==> src/rtl/uart_rx_pkg.sv <==
// Shared types and helpers for the UART frame receiver.
package uart_rx_pkg;

  typedef enum logic [1:0] {
    IDLE  = 2'd0,
    START = 2'd1,
    DATA  = 2'd2,
    STOP  = 2'd3
  } rx_state_e;

  // Whole system clocks per UART bit (truncated).
  function automatic int unsigned clks_per_bit(input int unsigned clk_freq,
                                               input int unsigned baud);
    return clk_freq / baud;
  endfunction

endpackage

==> src/rtl/uart_byte_rx.sv <==
// 8N1 byte receiver: rx synchronizer, baud counter and byte FSM.
// Emits a one-cycle byte_valid_o or byte_err_o one cycle after the stop sample.
module uart_byte_rx
  import uart_rx_pkg::*;
#(
  parameter int unsigned CLKS_PER_BIT = 434
) (
  input  logic       clk_i,
  input  logic       rst_i,
  input  logic       rx_i,
  output logic [7:0] byte_data_o,
  output logic       byte_valid_o,
  output logic       byte_err_o,
  output logic       idle_o,
  output logic       start_o
);

  localparam int unsigned HALF = CLKS_PER_BIT / 2;
  localparam int CW = $clog2(CLKS_PER_BIT);

  logic          rx_meta_q, rx_sync_q, rx_prev_q;
  logic          fell;
  rx_state_e     state_q, state_d;
  logic [CW-1:0] cnt_q;
  logic [2:0]    bit_q;
  logic [7:0]    shift_q;
  logic          valid_q, err_q;
  logic          tick, byte_done;

  // Two-flop synchronizer plus one delay flop for falling-edge detect; line idles high.
  always_ff @(posedge clk_i or posedge rst_i) begin
    if (rst_i) begin
      rx_meta_q <= 1'b1;
      rx_sync_q <= 1'b1;
      rx_prev_q <= 1'b1;
    end else begin
      rx_meta_q <= rx_i;
      rx_sync_q <= rx_meta_q;
      rx_prev_q <= rx_sync_q;
    end
  end

  assign fell = rx_prev_q & ~rx_sync_q;

  // State register.
  always_ff @(posedge clk_i or posedge rst_i) begin
    if (rst_i) state_q <= IDLE;
    else       state_q <= state_d;
  end

  // Next-state: half a bit to the start midpoint, then a full bit per sample.
  always_comb begin
    state_d = state_q;
    unique case (state_q)
      IDLE:  if (fell) state_d = START;
      START: if (tick) state_d = rx_sync_q ? IDLE : DATA;
      DATA:  if (tick && bit_q == 3'd7) state_d = STOP;
      STOP:  if (tick) state_d = fell ? START : IDLE;
      default: state_d = IDLE;
    endcase
  end

  // Sample strobes derived from state and baud counter.
  always_comb begin
    tick      = 1'b0;
    byte_done = 1'b0;
    unique case (state_q)
      START:     tick = (cnt_q == CW'(HALF - 1));
      DATA, STOP: tick = (cnt_q == CW'(CLKS_PER_BIT - 1));
      default:   tick = 1'b0;
    endcase
    byte_done = (state_q == STOP) && tick;
  end

  // Baud counter, shift register and registered byte strobes.
  always_ff @(posedge clk_i or posedge rst_i) begin
    if (rst_i) begin
      cnt_q   <= '0;
      bit_q   <= '0;
      shift_q <= '0;
      valid_q <= 1'b0;
      err_q   <= 1'b0;
    end else begin
      cnt_q   <= (state_q == IDLE || tick) ? '0 : cnt_q + 1'b1;
      valid_q <= byte_done &  rx_sync_q;
      err_q   <= byte_done & ~rx_sync_q;
      if (state_q == START && tick) bit_q <= '0;
      if (state_q == DATA && tick) begin
        shift_q <= {rx_sync_q, shift_q[7:1]};
        bit_q   <= bit_q + 3'd1;
      end
    end
  end

  assign byte_data_o  = shift_q;
  assign byte_valid_o = valid_q;
  assign byte_err_o   = err_q;
  assign idle_o       = (state_q == IDLE);
  assign start_o      = (state_q == IDLE) & fell;

endmodule

==> src/rtl/uart_frame_rx.sv <==
// UART frame receiver: collects FRAME_BYTES good bytes into data_all.
// Optional idle timeout that drops a partial frame: build with RX_TIMEOUT_EN.
module uart_frame_rx
  import uart_rx_pkg::*;
#(
  parameter int unsigned CLK_FREQ     = 50_000_000,
  parameter int unsigned BAUD         = 115200,
  parameter int unsigned FRAME_BYTES  = 20,
  parameter int unsigned TIMEOUT_BITS = 32
) (
  input  logic                     sys_clk,
  input  logic                     sys_rst,
  input  logic                     rx,
  output logic [8*FRAME_BYTES-1:0] data_all,
  output logic                     receive_end,
  output logic                     frame_err
);

  localparam int unsigned CPB  = clks_per_bit(CLK_FREQ, BAUD);
  localparam int          IW   = (FRAME_BYTES > 1) ? $clog2(FRAME_BYTES) : 1;
  localparam int unsigned LAST = FRAME_BYTES - 1;

  logic [7:0] byte_data;
  logic       byte_valid, byte_err, idle, start;
  logic       to_fire;

  logic [FRAME_BYTES-1:0][7:0] shadow_q, frame_d, data_all_q;
  logic [IW-1:0]               byte_idx_q;
  logic                        receive_end_q, frame_err_q;
  logic                        last_byte;

  uart_byte_rx #(.CLKS_PER_BIT(CPB)) u_byte (
    .clk_i        (sys_clk),
    .rst_i        (sys_rst),
    .rx_i         (rx),
    .byte_data_o  (byte_data),
    .byte_valid_o (byte_valid),
    .byte_err_o   (byte_err),
    .idle_o       (idle),
    .start_o      (start)
  );

`ifdef RX_TIMEOUT_EN
  localparam int unsigned TO_LIMIT = TIMEOUT_BITS * CPB;
  logic [31:0] to_cnt_q;
  logic        to_run;

  assign to_run  = idle && (byte_idx_q != '0);
  // Byte events win over a coinciding timeout so pulses stay exclusive.
  assign to_fire = to_run && (to_cnt_q == 32'(TO_LIMIT - 1)) && !byte_valid && !byte_err;

  // Idle counter for a stalled partial frame; any start edge restarts it.
  always_ff @(posedge sys_clk or posedge sys_rst) begin
    if (sys_rst)                          to_cnt_q <= '0;
    else if (start || !to_run || to_fire) to_cnt_q <= '0;
    else                                  to_cnt_q <= to_cnt_q + 32'd1;
  end
`else
  logic unused_timeout;
  assign to_fire        = 1'b0;
  assign unused_timeout = ^{idle, start, TIMEOUT_BITS[0]};
`endif

  assign last_byte = (byte_idx_q == IW'(LAST));

  // Completed frame: shadow with the final byte patched in.
  always_comb begin
    frame_d       = shadow_q;
    frame_d[LAST] = byte_data;
  end

  // Frame assembly; data_all only changes when a whole frame has arrived.
  always_ff @(posedge sys_clk or posedge sys_rst) begin
    if (sys_rst) begin
      shadow_q      <= '0;
      data_all_q    <= '0;
      byte_idx_q    <= '0;
      receive_end_q <= 1'b0;
      frame_err_q   <= 1'b0;
    end else begin
      receive_end_q <= byte_valid & last_byte;
      frame_err_q   <= byte_err | to_fire;
      if (byte_err || to_fire) begin
        byte_idx_q <= '0;
      end else if (byte_valid) begin
        shadow_q[byte_idx_q] <= byte_data;
        if (last_byte) begin
          data_all_q <= frame_d;
          byte_idx_q <= '0;
        end else begin
          byte_idx_q <= byte_idx_q + 1'b1;
        end
      end
    end
  end

  assign data_all    = data_all_q;
  assign receive_end = receive_end_q;
  assign frame_err   = frame_err_q;

endmodule

==> config.mk <==
export PLATFORM = sky130hd
export DESIGN_NAME = uart_frame_rx
export DESIGN_NICKNAME = d
export VERILOG_FILES = /design/src/rtl/uart_rx_pkg.sv /design/src/rtl/uart_byte_rx.sv /design/src/rtl/uart_frame_rx.sv
export SDC_FILE = /design/constraint.sdc
export NUM_CORES = 1
export LEC_CHECK = 0
export ABC_AREA = 0
export BUFFER_PORTS_ARGS = -buffer_cell sky130_fd_sc_hd__buf_2
export CORE_ASPECT_RATIO = 0.7
export CORE_MARGIN = 3
export CORE_UTILIZATION = 55
export CTS_CLUSTER_DIAMETER = 60
export DETAILED_ROUTE_END_ITERATION = 10
export PLACE_DENSITY_LB_ADDON = 0.08
export SETUP_SLACK_MARGIN = 0.02
export SLEW_MARGIN = 30
export SYNTH_ARGS = -nofsm -noshare
export SYNTH_HDL_FRONTEND = slang
export SYNTH_SLANG_ARGS = --single-unit
export TNS_END_PERCENT = 20
==> constraint.sdc <==
create_clock -name sys_clk -period 12.5 [get_ports sys_clk]
set_clock_uncertainty 0.05 [all_clocks]
set_input_delay 1.25 -clock sys_clk [delete_from_list [all_inputs] [get_ports sys_clk]]
set_output_delay 1.25 -clock sys_clk [all_outputs]
set_load 0.02 [all_outputs]
==> run summary, run 1 <==
Worst-Skew Late Latency: 0.50 ns
Layout Utilization: 0.657
Synth Warn #: 0
final hold viol count: 0
Top Family by Delay on Critical Path: simple AND/OR/NAND/NOR gates
Placer Congestion: 0.797
count leader, synth: dfrtp_1
Reg2Reg Launch Point: byte_idx_q[2]
WP buf/inv: 1
mux share of post-synthesis cell area: 0.272
post-synthesis sequential area ratio: 0.649
setup TNS: 0 ns
Hold Buf Count CTS: 0
Critical Path Fanout Max: 68
Layout fillers: 1727
drt via density: 5.48
sequential cell area: 8670 um2
Final min period: 3.24 ns
Gate Count Post-Synth: 825
Synth Area in Adders: 0.00656
Clock transition at path regs: 0.06 ns
CP required: 12.84 ns
die width: 192 um
clock root buffer: clkbuf_16
synth cell count leaders: dfrtp_1, mux2_2, mux2_1
CTS H-tree lvls: 2
DRC Markers: 0
area fraction in compound gates after synthesis: 0.00647
vias in the first global route: 7706
P_leak: 8.53 nW
io pins: 165
crit end category: flop
VDD IR max: 0.0000815 V
Slowest-stage cell, CP: buf_4
row count: 47
Cell Area, Synth: 13300 um2
Power per Cell Area: 148 nW/um2
XOR/XNOR Fraction of Synth Area: 0.00525
slew of the pin with the lowest slew margin: 0.953 ns
Fmax: 309 MHz
number of DRC markers in iteration 0: 426
first-pass GRT wire length: 42500 um
Multi-input gate area: 4380 um2
Post-Syn Area per Cell: 16.2 um2
core region area: 23800 um2
Tcrit/Tclk final: 0.259
CTS Sinks: 346
GRT Total Usage: 0.209
RSZ-0062 raised after global routing: false
Worst R2R End: data_all[55]
Data arrival, critical path: 3.58 ns
Non-Filler Instances: 1331
largest family of logic cells by synthesized area: multiplexers
Worst setup SP type: flop
r2r worst-path depth: 5
cell breakdown of the critical path: nand2b_1 > or2_0 > nor2_8 > buf_4 > mux2_2
Seq cells post-synth: 346
Pre-antenna DRT Iters: 4
Clock Path Buffers: 3
cell taking the most area after synthesis: dfrtp_1
DP Wirelength: 16900 um
Max-Cap Viols: 0
distinct cell type count of the synthesized netlist: 40
Setup Fix Bufs, Post-CTS: 0
overall die height: 136 um
wire per inst: 20.3 um
ys flop type: dfrtp_1
syn_nets: 835
DRT Wirelength: 27000 um
number of flops mapped to enable cells by yosys: 0
TritonCTS clock tree: done
hold path depth: 0
Placed Cells: 1271
Post-Synth Simple-Gate Area: 0.0373
DR vias: 7289
Syn-to-layout area delta: 16.9%
Worst R2R Setup Slack: 9.26 ns
total gr overflow: 0
Die Area: 26200 um2
Starting Density: 0.562
number of port buffers: 164
ys async rst share: 1.00
initial antenna violation count: 0
ratio of cells with drive above 1 in the final layout: 0.473
share of the synthesized area in the top cell type: 0.643
ANT nets after route: 0
status: finished, final reports clean
Slew Limit Fails: 0
largest net degree at the start of global routing: 135
hold worst-path end: u_byte.rx_sync_q
top area cells in the synthesized netlist: dfrtp_1, mux2_2, mux2_1
NumNets Final: 999
min-delay src: u_byte.rx_meta_q
relative slew slack: 0.365
crit-path max cell delay: 0.79 ns
final setup vio count: 0
number of gates resized after CTS: 0
Hold WC Path Type: flop to flop
cts bufs inserted: 34
worst setup path class: flop to flop
==> worst max-delay path by stage <==
| stage | slack [ns] | from | endpoint | depth (start not counted) |
|---|---|---|---|---|
| after floorplan | 1.61 | sys_rst | asynchronous set/reset pin | 1 |
| after global placement | 8.74 | sys_rst | data_all[108] | 4 |
| after detailed placement | 8.60 | sys_rst | data_all[106] | 4 |
| after CTS | 9.15 | sys_rst | frame_d[93] | 4 |
| after global routing | 9.10 | byte_idx_q[2] | data_all[4] | 5 |
| final | 9.26 | byte_idx_q[2] | data_all[55] | 5 |
==> power by group <==
group	leakage, nW	switching (mW)	internal [mW]	total [mW]
Combinational	3.11	0.0335	0.0158	0.0493
Clock	0.617	0.414	0.698	1.11
Sequential	4.80	0.0168	1.13	1.15
==> per-stage QoR <==
stage | setup slack, ns | instance area [um2] | power, mW | hold WS [ns]
finish | 9.26 | 15600 | 2.31 | 0.307
global route | 9.10 | 15600 | 2.39 | 0.312
CTS | 9.15 | 15600 | 2.34 | 0.307
detailed placement | 8.60 | 14300 | 1.22 | 0.297
global placement | 8.74 | 14300 | 1.21 | 0.297
floorplan | 1.61 | 13300 | 1.20 | 0.295
==> state kept, by name (all words and copies together), names as in the netlist, 3 cells and up, named ones only <==
register	count
data_all	160
frame_d	152
u_byte.cnt_q	9
u_byte.byte_data_o	8
byte_idx_q	5
u_byte.bit_q	3
==> cell families after synthesis <==
logic type | after synthesis
adder cells (fa/ha/maj) | 7
XOR/XNOR | 8
AO/OA/AOI/OAI | 14
flip-flops | 346
multiplexers | 323
buffers and inverters | 47
AND/OR/NAND/NOR | 80
==> per-layer routing <==
metal / wire length (um) / part of all wire / track usage
met1: 12700 / 0.47 / 0.303
met2: 12500 / 0.46 / 0.330
met3: 1230 / 0.046 / 0.0374
met4: 514 / 0.019 / 0.0554
met5: 0 / 0 / 0
==> area by class of cell <==
class | count | share of cell area
inverter | 4 | 0.00176
clock buffer | 49 | 0.0686
antenna | 1 | 0.000160
clock inverter | 10 | 0.0114
sequential | 346 | 0.556
timing repair buffer | 171 | 0.0565
multi-input combinational | 432 | 0.280
tap | 318 | 0.0255
==> placed cells by master, fill, tap and decap left out, types with 2 or more instances in the layout <==
cell       instances
clkbuf_16         37
buf_4              5
clkbuf_8          10
xor2_1             7
nor2_1            19
dfrtp_2            6
nor2b_1            2
a22o_1             2
clkbuf_1           2
and3_1             3
nand2_1           11
nor2_2             7
nor3_1             3
nand2b_1           4
dfrtp_1          337
o21ai_0            4
a21oi_1            5
bufinv_16          5
mux2_2           221
inv_1              3
and4_1             2
ha_1               7
nand3_2            9
nand4_1            4
dfstp_2            3
mux2i_1            2
buf_2            164
nand3_1            6
mux2_1           100
clkinv_2           4
buf_6              2
and4bb_2           2
(Power assumes the default switching activity.)
==> run 2, diff against run 1 <==
--- a/config.mk
+++ b/config.mk
@@ -5,11 +5,11 @@
 export SDC_FILE = /design/constraint.sdc
 export NUM_CORES = 1
 export LEC_CHECK = 0
-export ABC_AREA = 0
+export ABC_AREA = 1
 export BUFFER_PORTS_ARGS = -buffer_cell sky130_fd_sc_hd__buf_2
 export CORE_ASPECT_RATIO = 0.7
 export CORE_MARGIN = 3
-export CORE_UTILIZATION = 55
+export CORE_UTILIZATION = 52
 export CTS_CLUSTER_DIAMETER = 60
 export DETAILED_ROUTE_END_ITERATION = 10
 export PLACE_DENSITY_LB_ADDON = 0.08
==> constraint.sdc (replaced) <==
create_clock -name sys_clk -period 2.6 [get_ports sys_clk]
set_clock_uncertainty 0.05 [all_clocks]
set_input_delay 0.26 -clock sys_clk [delete_from_list [all_inputs] [get_ports sys_clk]]
set_output_delay 0.26 -clock sys_clk [all_outputs]
set_load 0.02 [all_outputs]
==> run 2 against run 1 <==
Clock power increased to 4.4 times the previous value. Power grew to 4.6 times the previous value. Cell area up 0.70%. Core utilization fell by 3.2 points. Register-to-register slack lost 8.8 ns. Critical path depth rose by 1. Via count is 14% higher. Sequential power rose to 4.7 times the previous value. Synthesized cell count increased by 34%. Count of clock-buffer cells in the layout is 1 higher. Routed wire length grew 11%. Critical path type unchanged.
==> run summary, run 2 <==
top area cells in the synthesized netlist: dfrtp_1, mux2_4, o21ai_0 (was dfrtp_1, mux2_2, mux2_1)
Final min period: 2.15 ns (was 3.24 ns)
number of gates resized after CTS: 0 (unchanged)
CP required: 2.93 ns (was 12.84 ns)
commonest non-fill, non-tap cell in the layout: dfrtp_1 (unchanged)
ratio of cells with drive above 1 in the final layout: 0.288 (was 0.473)
ANT nets after route: 0 (unchanged)
Post-Syn Area per Cell: 12.3 um2 (was 16.2 um2)
relative slew slack: 0.376 (was 0.365)
RSZ-0062 raised after global routing: false (unchanged)
routing usage on met3: 0.0344 (was 0.0374)
Fmax: 465 MHz (was 309 MHz)
DRC Markers: 0 (unchanged)
clock root buffer: clkbuf_16 (unchanged)
ys flop type: dfrtp_1 (unchanged)
number of inserted diodes: 0 (was 1)
largest net degree at the start of global routing: 120 (was 135)
NumNets Final: 1286 (was 999)
Layout Utilization: 0.624 (was 0.657)
Reg2Reg Launch Point: byte_idx_q[0] (was byte_idx_q[2])
Clock transition at path regs: 0.07 ns (was 0.06 ns)
count leader, synth: dfrtp_1 (unchanged)
Gate Count Post-Synth: 1106 (was 825)
Pre-antenna DRT Iters: 5 (was 4)
register share of total power: 0.516 (was 0.497)
post-synthesis sequential area ratio: 0.638 (was 0.649)
P_leak: 8.35 nW (was 8.53 nW)
share of the synthesized area in the top cell type: 0.632 (was 0.643)
status: finished, final reports clean (unchanged)
VDD IR max: 0.000346 V (was 0.0000815 V)
Worst setup SP type: flop (unchanged)
Placed Cells: 1563 (was 1271)
commonest cells after routing, fill and taps aside: dfrtp_1, nand2_1, o21ai_0 (was dfrtp_1, mux2_2, buf_2)
cts bufs inserted: 34 (unchanged)
number of port buffers: 164 (unchanged)
final hold viol count: 0 (unchanged)
cell taking the most area after synthesis: dfrtp_1 (unchanged)
Layout fillers: 2046 (was 1727)
Slew Limit Fails: 0 (unchanged)
internal power: 8.35 mW (was 1.85 mW)
overall die height: 141 um (was 136 um)
synth cell count leaders: dfrtp_1, nand2_1, o21ai_0 (was dfrtp_1, mux2_2, mux2_1)
Syn-to-layout area delta: 15.8% (was 16.9%)
hold slack: 0.259 ns (was 0.307 ns)
total gr overflow: 0 (unchanged)
number of DRC markers in iteration 0: 564 (was 426)
Die Area: 28100 um2 (was 26200 um2)
first-pass GRT wire length: 48700 um (was 42500 um)
DRT Wirelength: 29900 um (was 27000 um)
Synth Warn #: 0 (unchanged)
Power per Cell Area: 672 nW/um2 (was 148 nW/um2)
Clock Path Buffers: 3 (unchanged)
drt via density: 5.13 (was 5.48)
number of flops mapped to enable cells by yosys: 0 (unchanged)
number of flip-flops in the largest register: 160 (unchanged)
slew of the pin with the lowest slew margin: 0.935 ns (was 0.953 ns)
ys async rst share: 1.00 (unchanged)
distinct cell type count of the synthesized netlist: 29 (was 40)
switching power: 2.20 mW (was 0.465 mW)
io pins: 165 (unchanged)
Non-Filler Instances: 1625 (was 1331)
gr busiest metal: met1 (was met2)
Data arrival, critical path: 2.48 ns (was 3.58 ns)
Clk pwr share: 0.463 (was 0.481)
Worst-Skew Late Latency: 0.50 ns (about the same)
row count: 48 (was 47)
die width: 199 um (was 192 um)
crit end category: flop (unchanged)
Seq cells post-synth: 346 (unchanged)
initial antenna violation count: 0 (unchanged)
Max-Cap Viols: 0 (unchanged)
Tcrit/Tclk final: 0.828 (was 0.259)
TritonCTS clock tree: done (unchanged)
Cell Area, Synth: 13600 um2 (was 13300 um2)
Hold WC Path Type: primary input to asynchronous set/reset pin (was flop to flop)
Switching Share: 0.209 (was 0.201)
GRT Total Usage: 0.220 (was 0.209)
syn_nets: 1116 (was 835)
r2r worst-path depth: 6 (was 5)
Combinational Power Share: 0.021 (about the same)
DR vias: 8342 (was 7289)
DP Wirelength: 19200 um (was 16900 um)
worst setup path class: flop to flop (unchanged)
vias in the first global route: 8485 (was 7706)
met2 Use GR: 0.321 (was 0.330)
wire per inst: 18.4 um (was 20.3 um)
CTS H-tree lvls: 2 (unchanged)
CTS Sinks: 346 (unchanged)
critical path startpoint: byte_idx_q[0] (was byte_idx_q[2])
Starting Density: 0.539 (was 0.562)
Placer Congestion: 0.831 (was 0.797)
core region area: 25200 um2 (was 23800 um2)
grt met1 use: 0.354 (was 0.303)
final setup vio count: 0 (unchanged)
Critical Path Fanout Max: 40 (was 68)
[run 2: per-stage QoR]
step	instance area, um2	setup TNS [ns]	worst slack (ns)	total power [mW]
2_1_floorplan	13600	-805.18	-2.34	5.70
5_1_grt	15700	0	0.307	10.9
6_report	15700	0	0.448	10.6
3_5_place_dp	14600	0	0.463	5.77
4_1_cts	15700	0	0.448	10.7
3_3_place_gp	14600	0	0.543	5.77
[run 2: worst max-delay path, cell delays in order (launching register included)]
cell and delay (ns):
dfrtp_1 0.43, ha_1 0.22, inv_1 0.08, nor3_4 0.29, nand2_8 0.28, buf_12 0.29, mux2_4 0.33
[run 2: logic make-up after synthesis]
family                   Yosys count  share of synthesized area
flip-flops                       346                      0.638
multiplexers                     128                      0.138
AND/OR/NAND/NOR                  300                     0.0891
adder cells (fa/ha/maj)            7                    0.00645
AO/OA/AOI/OAI                    207                     0.0766
XOR/XNOR                           1                   0.000646
buffers and inverters            117                     0.0506
[run 2: layer usage]
metal  vias up  wire length, um
li1       3998                -
met1      4160            15500
met2       152            13000
met3        32             1130
met4         0              372
met5         -                0
[run 2: power groups by stage]
stage          Combinational, mW  Sequential (mW)  Clock [mW]
2_1_floorplan              0.163             5.54           0
3_3_place_gp               0.226             5.54           0
3_5_place_dp               0.229             5.54           0
4_1_cts                    0.232             5.44        5.00
5_1_grt                    0.267             5.45        5.23
6_report                   0.222             5.45        4.88
[run 2: worst paths after layout]
path | to | slack (ns)
max in group asynchronous | data_all[121] | 1.28
min | u_byte.byte_data_o[4] | 0.26
min in group sys_clk | u_byte.rx_sync_q | 0.31
min reg2reg | u_byte.rx_sync_q | 0.31
max reg2reg | data_all[116] | 0.45
max | data_all[116] | 0.45
[run 2: cell type report]
| class | instances | area, um2 | share of cell area |
|---|---|---|---|
| Tap cell | 325 | 407 | 0.0259 |
| Clock buffer | 50 | 1000 | 0.0639 |
| Clock inverter | 10 | 106 | 0.00677 |
| Inverter | 66 | 251 | 0.0160 |
| Timing Repair Buffer | 185 | 1050 | 0.0666 |
| Sequential cell | 346 | 8660 | 0.551 |
| Multi-Input combinational cell | 643 | 4240 | 0.270 |
[run 2: what timing repair did]
action	CTS	global route
hold buffers	2	0
hold endpoints to repair	8	0
setup buffers	0	0
==> run 3, diff against run 2 <==
==> constraint.sdc (replaced) <==
create_clock -name sys_clk -period 1.9 [get_ports sys_clk]
set_clock_uncertainty 0.05 [all_clocks]
set_input_delay 0.19 -clock sys_clk [delete_from_list [all_inputs] [get_ports sys_clk]]
set_output_delay 0.19 -clock sys_clk [all_outputs]
set_load 0.02 [all_outputs]
==> run 3 against run 2 <==
Die area unchanged. Via count is 2.3% higher. Critical path type unchanged. Routed wire length rose by 0.55%. Final cell count rose by 2.6%. Hold slack worse by 0.032 ns. Sequential power is 37% higher. Cell area increased by 3.3%.
==> run summary, run 3 (synthesis gave the netlist of run 2 again) <==
TritonCTS clock tree: done (unchanged)
Starting Density: 0.539 (unchanged)
row count: 48 (unchanged)
first-pass GRT wire length: 47800 um (was 48700 um)
NumNets Final: 1327 (was 1286)
DP Wirelength: 20100 um (was 19200 um)
CTS Sinks: 346 (unchanged)
Power per Cell Area: 890 nW/um2 (was 672 nW/um2)
ratio of cells with drive above 1 in the final layout: 0.314 (was 0.288)
commonest cells after routing, fill and taps aside: dfrtp_1, nand2_1, o21ai_0 (unchanged)
commonest non-fill, non-tap cell in the layout: dfrtp_1 (unchanged)
Slew Limit Fails: 0 (unchanged)
Fmax: 547 MHz (was 465 MHz)
Die Area: 28100 um2 (unchanged)
Clock Path Buffers: 3 (unchanged)
cts bufs inserted: 35 (was 34)
number of flip-flops in the largest register: 160 (unchanged)
number of inserted diodes: 0 (unchanged)
Slowest-stage cell, CP: dfrtp_1 (unchanged)
Clock transition at path regs: 0.06 ns (was 0.07 ns)
Layout fillers: 1949 (was 2046)
setup TNS: 0 ns (unchanged)
overall die height: 141 um (unchanged)
number of port buffers: 164 (unchanged)
final setup vio count: 0 (unchanged)
worst setup path class: flop to flop (unchanged)
VDD IR max: 0.000780 V (was 0.000346 V)
final hold viol count: 0 (unchanged)
Critical Path Fanout Max: 16 (was 40)
wire per inst: 18.1 um (was 18.4 um)
relative slew slack: 0.665 (was 0.376)
routing usage on met3: 0.0382 (was 0.0344)
Worst setup SP type: flop (unchanged)
clock root buffer: clkbuf_16 (unchanged)
number of DRC markers in iteration 0: 518 (was 564)
cell breakdown of the critical path: buf_4 > inv_1 > ha_1 > nand2_1 > inv_1 > nand2_1 > o21ai_0 (was ha_1 > inv_1 > nor3_4 > nand2_8 > buf_12 > mux2_4)
ANT nets after route: 0 (unchanged)
Worst-Skew Late Latency: 0.50 ns (about the same)
Placer Congestion: 0.810 (was 0.831)
CTS H-tree lvls: 2 (unchanged)
CP required: 2.26 ns (was 2.93 ns)
die width: 199 um (unchanged)
Final min period: 1.83 ns (was 2.15 ns)
P_leak: 8.65 nW (was 8.35 nW)
RSZ-0062 raised after global routing: true (was false)
status: finished, final reports clean (unchanged)
DRT Wirelength: 30100 um (was 29900 um)
met2 Use GR: 0.315 (was 0.321)
DR vias: 8537 (was 8342)
Pre-antenna DRT Iters: 5 (unchanged)
slew of the pin with the lowest slew margin: 0.502 ns (was 0.935 ns)
Tcrit/Tclk final: 0.962 (was 0.828)
drt via density: 5.12 (was 5.13)
Syn-to-layout area delta: 19.6% (was 15.8%)
io pins: 165 (unchanged)
DRC Markers: 0 (unchanged)
crit end category: flop (unchanged)
Hold WC Path Type: primary input to asynchronous set/reset pin (unchanged)
Data arrival, critical path: 2.18 ns (was 2.48 ns)
vias in the first global route: 8345 (was 8485)
gr busiest metal: met1 (unchanged)
GRT Total Usage: 0.218 (was 0.220)
initial antenna violation count: 0 (unchanged)
total gr overflow: 0 (unchanged)
crit-path max cell delay: 0.38 ns (was 0.43 ns)
largest net degree at the start of global routing: 79 (was 120)
core region area: 25200 um2 (unchanged)
Max-Cap Viols: 0 (unchanged)
Tot Pwr: 14.4 mW (was 10.6 mW)
grt met1 use: 0.346 (was 0.354)
==> run 3: cell count changes in the layout (fill, tap and decap cells not counted), sizes merged <==
cell,before,now
buf,183,222
clkbuf,50,56
bufinv,2,0
clkinv,7,5
clkinvlp,2,1
inv,65,66
nand2,248,249
==> run 3: worst max-delay path: cells and delay by family, from the launching register on <==
kind / cells / cell delay (ns)
adder cells (fa/ha/maj): 1 / 0.14
AO/OA/AOI/OAI: 1 / 0.29
AND/OR/NAND/NOR: 2 / 0.42
buffers and inverters: 3 / 0.44
flip-flops: 1 / 0.38
==> run 3: repair_timing <==
| item | in CTS | in global routing |
|---|---|---|
| gates resized for setup | 0 | 7 |
| cloned | 1 | 0 |
| buffers inserted | 5 | 0 |
| endpoints found under the hold margin | 9 | 0 |
| setup endpoints to repair | 5 | 210 |
| hold buffers | 2 | 0 |
| pin swaps | 3 | 2 |
==> run 3: cell type report <==
class                           count  area (um2)  area share
Tap cell                          325         407      0.0251
Clock inverter                      6        33.8     0.00208
Sequential cell                   346        8660       0.534
Multi-Input combinational cell    644        4260       0.263
Clock buffer                       56        1090      0.0670
Inverter                           66         251      0.0155
Timing Repair Buffer              224        1530      0.0941
==> run 3: power breakdown <==
part / leakage, nW / switching [mW] / internal, mW
Sequential: 4.82 / 0.0487 / 7.41
Clock: 0.557 / 2.74 / 3.92
Combinational: 3.27 / 0.239 / 0.0823
==> run 3: per-stage QoR <==
stage	setup WS [ns]	area, um2	hold WS, ns	instances	util
finish	0.0725	16200	0.226	1667	0.645
CTS	0.0292	16200	0.214	1667	0.644
floorplan	-2.97	13600	0.144	1106	-
global placement	0.0588	15000	0.192	1597	0.596
global route	-0.112	16200	0.237	1667	0.645
detailed placement	-0.0108	15000	0.192	1597	0.596
==> run 3: path summary, 6_finish.rpt <==
check                                       from  slack, ns  cells past startpoint          endpoint
max in group asynchronous                sys_rst       0.83                      4       frame_d[91]
worst max register to register     byte_idx_q[1]       0.07                      7        frame_d[8]
worst min register to register  u_byte.rx_meta_q       0.31                      0  u_byte.rx_sync_q
worst max-delay path               byte_idx_q[1]       0.07                      7        frame_d[8]
min in group sys_clk                          rx       0.28                      2  u_byte.rx_meta_q
worst min-delay path                     sys_rst       0.23                      3       frame_d[26]
==> run 3: layer usage <==
metal / wire length (um) / vias up / part of all wire
li1: - / 4075 / -
met1: 15100 / 4235 / 0.50
met2: 13100 / 188 / 0.44
met3: 1470 / 39 / 0.049
met4: 483 / 0 / 0.016
met5: 0 / - / 0
